[src/rtl/mem_arbiter.sv]
// ============================================================================
// mem_arbiter : shares one single-port RAM between fetch (IF) and load/store
//               (LS), routing each response back after RD_LATENCY cycles.
// Optional    : `define MEM_ARB_PERF_EN adds saturating grant/stall counters.
// Revision    : 1.0
// ============================================================================
`default_nettype none

module mem_arbiter #(
  parameter int ADDR_W        = 32,
  parameter int RD_LATENCY    = 1,
  parameter int MAX_LS_STREAK = 4
) (
  input  logic              clk_i,
  input  logic              rst_i,
  input  logic              if_req_i,
  input  logic [ADDR_W-1:0] if_addr_i,
  output logic              if_gnt_o,
  input  logic              if_flush_i,
  output logic              if_rsp_valid_o,
  output logic [31:0]       if_rsp_data_o,
  input  logic              ls_req_i,
  input  logic              ls_we_i,
  input  logic [3:0]        ls_be_i,
  input  logic [ADDR_W-1:0] ls_addr_i,
  input  logic [31:0]       ls_wdata_i,
  output logic              ls_gnt_o,
  output logic              ls_rsp_valid_o,
  output logic [31:0]       ls_rsp_data_o,
`ifdef MEM_ARB_PERF_EN
  output logic [31:0]       perf_if_gnt_o,
  output logic [31:0]       perf_ls_gnt_o,
  output logic [31:0]       perf_if_stall_o,
`endif
  output logic              mem_req_o,
  output logic              mem_we_o,
  output logic [3:0]        mem_be_o,
  output logic [ADDR_W-1:0] mem_addr_o,
  output logic [31:0]       mem_wdata_o,
  input  logic [31:0]       mem_rdata_i
);

  localparam int         LAST       = RD_LATENCY - 1;
  localparam logic [3:0] STREAK_MAX = 4'(MAX_LS_STREAK);

  logic [3:0]            streak_q, streak_d;
  logic [RD_LATENCY-1:0] vld_q, vld_d, src_q, src_d, we_q, we_d, vld_s;
  logic                  if_turn, if_gnt, ls_gnt;

  always_comb begin
    if_turn = if_req_i && (streak_q == STREAK_MAX);
    ls_gnt  = !rst_i && ls_req_i && !if_turn;
    if_gnt  = !rst_i && if_req_i && (!ls_req_i || if_turn);

    if_gnt_o    = if_gnt;
    ls_gnt_o    = ls_gnt;
    mem_req_o   = if_gnt || ls_gnt;
    mem_we_o    = ls_gnt && ls_we_i;
    mem_be_o    = 4'h0;
    mem_addr_o  = '0;
    mem_wdata_o = 32'h0;
    if (ls_gnt) begin
      mem_be_o    = ls_we_i ? ls_be_i : 4'hF;
      mem_addr_o  = ls_addr_i;
      mem_wdata_o = ls_wdata_i;
    end else if (if_gnt) begin
      mem_be_o   = 4'hF;
      mem_addr_o = if_addr_i;
    end

    // An LS grant against a waiting IF implies streak_q < MAX, so this never overshoots.
    streak_d = (ls_gnt && if_req_i) ? streak_q + 4'd1 : 4'd0;

    vld_s[0] = if_gnt || ls_gnt;
    src_d[0] = if_gnt;
    we_d[0]  = ls_gnt && ls_we_i;
    for (int i = 1; i < RD_LATENCY; i++) begin
      vld_s[i] = vld_q[i-1];
      src_d[i] = src_q[i-1];
      we_d[i]  = we_q[i-1];
    end
    vld_d = vld_s & ~(src_d & {RD_LATENCY{if_flush_i}});

    if_rsp_valid_o = !rst_i && vld_q[LAST] && src_q[LAST];
    ls_rsp_valid_o = !rst_i && vld_q[LAST] && !src_q[LAST];
    if_rsp_data_o  = if_rsp_valid_o ? mem_rdata_i : 32'h0;
    ls_rsp_data_o  = (ls_rsp_valid_o && !we_q[LAST]) ? mem_rdata_i : 32'h0;
  end

  always_ff @(posedge clk_i) begin
    if (rst_i) begin
      streak_q <= 4'd0;
      vld_q    <= '0;
      src_q    <= '0;
      we_q     <= '0;
    end else begin
      streak_q <= streak_d;
      vld_q    <= vld_d;
      src_q    <= src_d;
      we_q     <= we_d;
    end
  end

`ifdef MEM_ARB_PERF_EN
  logic [31:0] perf_if_gnt_q, perf_if_gnt_d;
  logic [31:0] perf_ls_gnt_q, perf_ls_gnt_d;
  logic [31:0] perf_if_stall_q, perf_if_stall_d;

  always_comb begin
    perf_if_gnt_d   = perf_if_gnt_q;
    perf_ls_gnt_d   = perf_ls_gnt_q;
    perf_if_stall_d = perf_if_stall_q;
    if (if_gnt && perf_if_gnt_q != 32'hFFFF_FFFF)
      perf_if_gnt_d = perf_if_gnt_q + 32'd1;
    if (ls_gnt && perf_ls_gnt_q != 32'hFFFF_FFFF)
      perf_ls_gnt_d = perf_ls_gnt_q + 32'd1;
    if (if_req_i && !if_gnt && perf_if_stall_q != 32'hFFFF_FFFF)
      perf_if_stall_d = perf_if_stall_q + 32'd1;
    perf_if_gnt_o   = perf_if_gnt_q;
    perf_ls_gnt_o   = perf_ls_gnt_q;
    perf_if_stall_o = perf_if_stall_q;
  end

  always_ff @(posedge clk_i) begin
    if (rst_i) begin
      perf_if_gnt_q   <= 32'h0;
      perf_ls_gnt_q   <= 32'h0;
      perf_if_stall_q <= 32'h0;
    end else begin
      perf_if_gnt_q   <= perf_if_gnt_d;
      perf_ls_gnt_q   <= perf_ls_gnt_d;
      perf_if_stall_q <= perf_if_stall_d;
    end
  end
`endif

endmodule

`default_nettype wire
[config.mk]
export PLATFORM = sky130hd
export DESIGN_NAME = mem_arbiter
export DESIGN_NICKNAME = d
export VERILOG_FILES = /design/src/rtl/mem_arbiter.sv
export SDC_FILE = /design/constraint.sdc
export NUM_CORES = 1
export LEC_CHECK = 0
export BUFFER_PORTS_ARGS = -buffer_cell sky130_fd_sc_hd__buf_2
export CORE_AREA = 2 2 106 108
export CTS_CLUSTER_SIZE = 14
export DETAILED_ROUTE_END_ITERATION = 8
export DIE_AREA = 0 0 108 110
export HOLD_SLACK_MARGIN = 0.06
export RECOVER_POWER = 25
export SLEW_MARGIN = 0
export SYNTH_ARGS = -nofsm -noshare
export SYNTH_HDL_FRONTEND = slang
export SYNTH_SLANG_ARGS = --single-unit
[constraint.sdc]
create_clock -name clk_i -period 1.8 [get_ports clk_i]
set_input_delay 0.18 -clock clk_i [delete_from_list [all_inputs] [get_ports clk_i]]
set_output_delay 0.18 -clock clk_i [all_outputs]
set_load 0.01 [all_outputs]
* Word level (Yosys, flattened, before mapping)
Index checks and enable logic that the tools add are counted. Widths: inputs -> output; s select.
Operators by class: $add $sub $neg 1, eq/ne operators 1, multiplexer cells 8, bitwise operators 4, reduce and logical (&&, ||, !) cells 19
Operators by type and width (number):
- $mux 32 | 5
- $mux 4 | 3
- $logic_and 1x1->1 | 11
- $logic_not 1->1 | 5
- $add 4x1->4 const B | 1
- $eq 4x3->1 const B | 1
- $and 1x1->1 | 2
- $logic_or 1x1->1 | 2
- $not 1->1 | 2
- $reduce_or 2->1 | 1
Word-level totals: bits in registers 7, bits of input ports 138, word-level logic and storage cells 37

* Longest topological paths before layout
depth in word-level cells 7, gate-level depth with buffers 7, depth with buffers taken out 5

* Worst setup path before layout
No wires, ideal clock.
path kind register -> output, start register streak_q[0], end output mem_addr_o[26], arrival 1.469 ns, required time 1.620 ns, path slack 0.151 ns, cell stages (with the launch flop) 8, path buffers 2, cells stage by stage dfxtp_1 inv_1 ha_1 and3b_2 o211a_1 buf_6 buf_6 a22o_1
On the way: word-level cells in the longest chain between the ends 6, elaborated cells between the ends (all ways) 8
Ends and longest elaborated chain:
- start, declared | RTL line 46 | logic [3:0] streak_q, streak_d;
- start signal, assigned | RTL line 97 | streak_q <= streak_d;
- $eq 4x3->1 | RTL line 51 | if_turn = if_req_i && (streak_q == STREAK_MAX);
- $logic_and 1x1->1 | RTL line 51
- $logic_or 1x1->1 | RTL line 53 | if_gnt = !rst_i && if_req_i && (!ls_req_i || if_turn);
- $logic_and 1x1->1 | RTL line 53
- net if_gnt_o | RTL line 18 | output logic if_gnt_o,
- $mux 32 | RTL line 66 | end else if (if_gnt) begin
- $mux 32 | RTL line 62 | if (ls_gnt) begin
- end, declared | RTL line 38 | output logic [ADDR_W-1:0] mem_addr_o,
The timed path passes the listed nets, and every way through them passes these cells.

* Worst setup path after layout
start register streak_q[0], end output mem_addr_o[3]
On the way: word-level cells in the longest chain between the ends 6, elaborated cells between the ends (all ways) 8
Ends and longest elaborated chain (RTL line):
- $eq 4x3->1 (*) | 51
- $logic_and 1x1->1 (*) | 51
- $logic_or 1x1->1 | 53
- $logic_and 1x1->1 | 53
- $mux 32 | 66
- $mux 32 (*) | 62
Every way passes the cells marked *; elsewhere a longest branch is shown, timed or not.

==> metrics.txt <==
# TYPE chip_impl_metric gauge
chip_impl_metric{name="layout.filler_cells",unit=""} 1110
chip_impl_info{name="timing.critical_path.slowest_stage_cell",value="sky130_fd_sc_hd__dfxtp_2"} 1
chip_impl_metric{name="starting_utilization_of_the_core_area",unit="%"} 12.9
chip_impl_metric{name="critical_path_required",unit="ns"} 1.62
chip_impl_metric{name="hpwl",unit="um"} 6890
chip_impl_info{name="rsz0062_at_grt",value="yes"} 1
chip_impl_info{name="path_cells",value="inv_2 > ha_4 > and3b_2 > o211a_4 > clkbuf_16 > a22o_1 > buf_2"} 1
chip_impl_metric{name="syn-num-nets",unit=""} 327
chip_impl_metric{name="insertion_delay",unit="ns"} 0.23
chip_impl_metric{name="tns",unit="ns"} -10.43
chip_impl_metric{name="post_drt_wl_per_cell",unit="um"} 15.3
chip_impl_metric{name="fin_util",unit="%"} 34.2
chip_impl_metric{name="floorplan.die.height",unit="um"} 110
chip_impl_metric{name="fin_total_pwr",unit="mW"} 1.06
chip_impl_metric{name="gp_congestion",unit=""} 0.835
chip_impl_metric{name="timing.critical_path.fanout_max",unit=""} 9
chip_impl_metric{name="cap_viol_max_count",unit=""} 0
chip_impl_metric{name="netlist_area",unit="sq mm"} 0.00138
chip_impl_metric{name="port_buffers",unit=""} 275
chip_impl_metric{name="finish.cell_count_without_fillers",unit=""} 614
chip_impl_metric{name="synth.yosys.warnings",unit=""} 0
chip_impl_info{name="startpoint_type",value="flop"} 1
chip_impl_metric{name="place.detailed.instances",unit=""} 590
chip_impl_info{name="tritoncts_clock_tree",value="built"} 1
chip_impl_metric{name="report.final.slew_viol_count",unit=""} 0
chip_impl_metric{name="synth_top_area_share",unit="%"} 44.5
chip_impl_metric{name="worst_slack",unit="ns"} -0.246
chip_impl_metric{name="number_of_buffers_on_the_longest_clock_path",unit=""} 2
chip_impl_metric{name="cts.reportedPaths.clkPinSlew",unit="ns"} 0.04
chip_impl_metric{name="finish.instance_area",unit="sq mm"} 0.00366
chip_impl_metric{name="h-tree-depth",unit=""} 1
chip_impl_info{name="yosys.area.top_type",value="sky130_fd_sc_hd__and2_1"} 1
chip_impl_metric{name="first_pass_grt_wire_length",unit="um"} 11400
chip_impl_metric{name="routed_wirelength",unit="um"} 9380
chip_impl_metric{name="design.core.area",unit="sq mm"} 0.0107
chip_impl_metric{name="grt_antenna_before_repair",unit=""} 0
chip_impl_metric{name="timing_worst_slew_pin_value",unit="ns"} 0.416
chip_impl_metric{name="top_level_ports",unit=""} 276
chip_impl_metric{name="timing.fmax",unit="GHz"} 0.489
chip_impl_metric{name="row_count",unit=""} 38
chip_impl_info{name="cts_root_buffer",value="sky130_fd_sc_hd__clkbuf_8"} 1
chip_impl_metric{name="tritoncts_buffers",unit=""} 3
chip_impl_metric{name="critical_path_arrival",unit="ns"} 1.87
chip_impl_metric{name="detail_route.iter0.violations",unit=""} 99
chip_impl_metric{name="drt.antenna.violating_nets",unit=""} 0
chip_impl_metric{name="detailedRoute.firstPassIterationCount",unit=""} 4
chip_impl_metric{name="pwr_density_cell",unit="mW/mm^2"} 289
chip_impl_metric{name="synth-seq-cells",unit=""} 7
chip_impl_metric{name="setup_violations",unit=""} 71
chip_impl_metric{name="vias_in_the_first_global_route",unit=""} 2130
chip_impl_info{name="most_frequent_cell_after_synthesis",value="sky130_fd_sc_hd__and2_1"} 1
chip_impl_metric{name="overflow",unit=""} 0
chip_impl_metric{name="critical_path.max_stage_delay",unit="ns"} 0.33
chip_impl_metric{name="final.hold.worst_slack",unit="ns"} 0.240
chip_impl_metric{name="die_x",unit="um"} 108
chip_impl_metric{name="routed_via_count",unit=""} 2498
chip_impl_metric{name="grt_start_max_net_pins",unit=""} 34
chip_impl_metric{name="finClkSkew",unit="ns"} 0.00497
chip_impl_metric{name="post_dp_cell_area",unit="sq mm"} 0.00290
chip_impl_metric{name="post_route_clock_period_utilization",unit="%"} 114
chip_impl_metric{name="min_period",unit="ns"} 2.05
chip_impl_metric{name="ir_drop",unit="uV"} 225
chip_impl_info{name="post_synth_most_frequent_cells",value="sky130_fd_sc_hd__and2_1, sky130_fd_sc_hd__a22o_1, sky130_fd_sc_hd__dfxtp_1"} 1
chip_impl_info{name="setup.worst_path.end_class",value="primary output"} 1
chip_impl_metric{name="drc_errors",unit=""} 0
chip_impl_metric{name="p_leak",unit="nW"} 2.20
chip_impl_metric{name="postSynth.asyncResetShare",unit="%"} 0
chip_impl_metric{name="route.detailed.vias_per_inst",unit=""} 4.07
chip_impl_metric{name="post_synth.cell_area_avg",unit="sq um"} 7.37
chip_impl_info{name="outcome",value="finished, violations left"} 1
chip_impl_metric{name="synth-edff-count",unit=""} 0
chip_impl_metric{name="syn-instance-count",unit=""} 187
chip_impl_metric{name="clock-sinks",unit=""} 7
chip_impl_info{name="synth-main-ff-cell",value="sky130_fd_sc_hd__dfxtp_1"} 1
chip_impl_metric{name="report.final.hold_viol_count",unit=""} 0
chip_impl_metric{name="area.growth.synth_to_final",unit="%"} 166
chip_impl_metric{name="place_worst_setup_slack",unit="ns"} -0.0116
chip_impl_metric{name="synth-seq-area-share",unit="%"} 10.2
chip_impl_info{name="synth.top_cells.by_area",value="sky130_fd_sc_hd__and2_1, sky130_fd_sc_hd__a22o_1, sky130_fd_sc_hd__dfxtp_1"} 1
chip_impl_metric{name="n_antenna_cell",unit=""} 0
chip_impl_metric{name="final_nets",unit=""} 615
chip_impl_metric{name="final_layout_size_suffix_gt1_share",unit="%"} 72.2
chip_impl_metric{name="design.die.area",unit="sq mm"} 0.0119
chip_impl_metric{name="synth_cell_types",unit=""} 25
chip_impl_metric{name="global_route.usage.total",unit="%"} 12.5
chip_impl_info{name="timing.hold.worst.class",value="input pin to flop"} 1
chip_impl_metric{name="slew-limit-headroom",unit="%"} 72.3
chip_impl_info{name="violated_checks",value="setup timing"} 1
chip_impl_info{name="critical_path_class",value="flop to primary output"} 1
==> path summary, 6_finish.rpt <==
path	startpoint	endpoint	slack [ns]	cells past startpoint
max	streak_q[0]	mem_addr_o[3]	-0.25	7
min	ls_we_i	we_q	0.24	2
min reg2reg	streak_q[0]	streak_q[0]	0.56	2
max reg2reg	streak_q[0]	streak_q[1]	0.12	9
==> cell usage in the layout, fill, tap and decap left out, drive strengths merged <==
cell type	Yosys	routed
a21o	1	1
a21oi	1	1
a22o	32	32
and2	98	98
and2b	1	1
and3	5	5
and3b	1	1
buf	9	294
clkbuf	8	10
dfxtp	7	7
ha	2	2
inv	5	5
nand2b	2	2
nand3	1	1
nor2	2	2
nor2b	3	3
nor3b	1	1
o211a	2	2
o21a	1	1
o21bai	3	3
xnor2	1	1
xor2	1	1
==> critical path, delay by kind of cell (launching register included) <==
family                   cells  cell delay, ns
buffers and inverters        3            0.40
AO/OA/AOI/OAI                2            0.52
flip-flops                   1            0.33
AND/OR/NAND/NOR              1            0.24
adder cells (fa/ha/maj)      1            0.15
==> cell families after synthesis <==
logic type	share of synthesized area (%)
compound gates	25.7
flops	10.2
xor+xnor	1.27
buf+inv	9.35
fa+ha+maj	1.81
simple gates	51.7
==> layer usage <==
layer / global-route usage [%] / routed length, um / vias up
li1: - / - / 1205
met1: 15.7 / 3620 / 1124
met2: 22.1 / 4880 / 163
met3: 2.88 / 820 / 6
met4: 1.74 / 55 / 0
met5: 0 / 0 / -
==> where the power goes <==
part	internal, mW	switching (mW)
registers	0.160	0.00177
logic	0.389	0.283
clock network	0.153	0.0705
==> cell type report <==
class                      count  area, sq um  area share [%]
timing repair buffer         300         2070            56.5
tap                          140          175            4.78
sequential                     7          143            3.90
clock buffer                   4         45.0            1.23
inverter                       5         18.8           0.513
multi-input combinational    158         1210            33.0
==> timing repair <==
item                                    4_1_cts  5_1_grt
pin swaps                                     6       32
endpoints found under the setup margin       71       71
hold buffers                                  0        0
endpoints found under the hold margin         0        0
setup buffers                                 7        2
gates cloned                                  7        6
gates resized for setup                      22       66
==> registers in the layout, indices dropped and copies added (netlist names) <==
register / count
streak_q: 4
we_q: 1
src_q: 1
vld_q: 1
(Power assumes the default switching activity.)
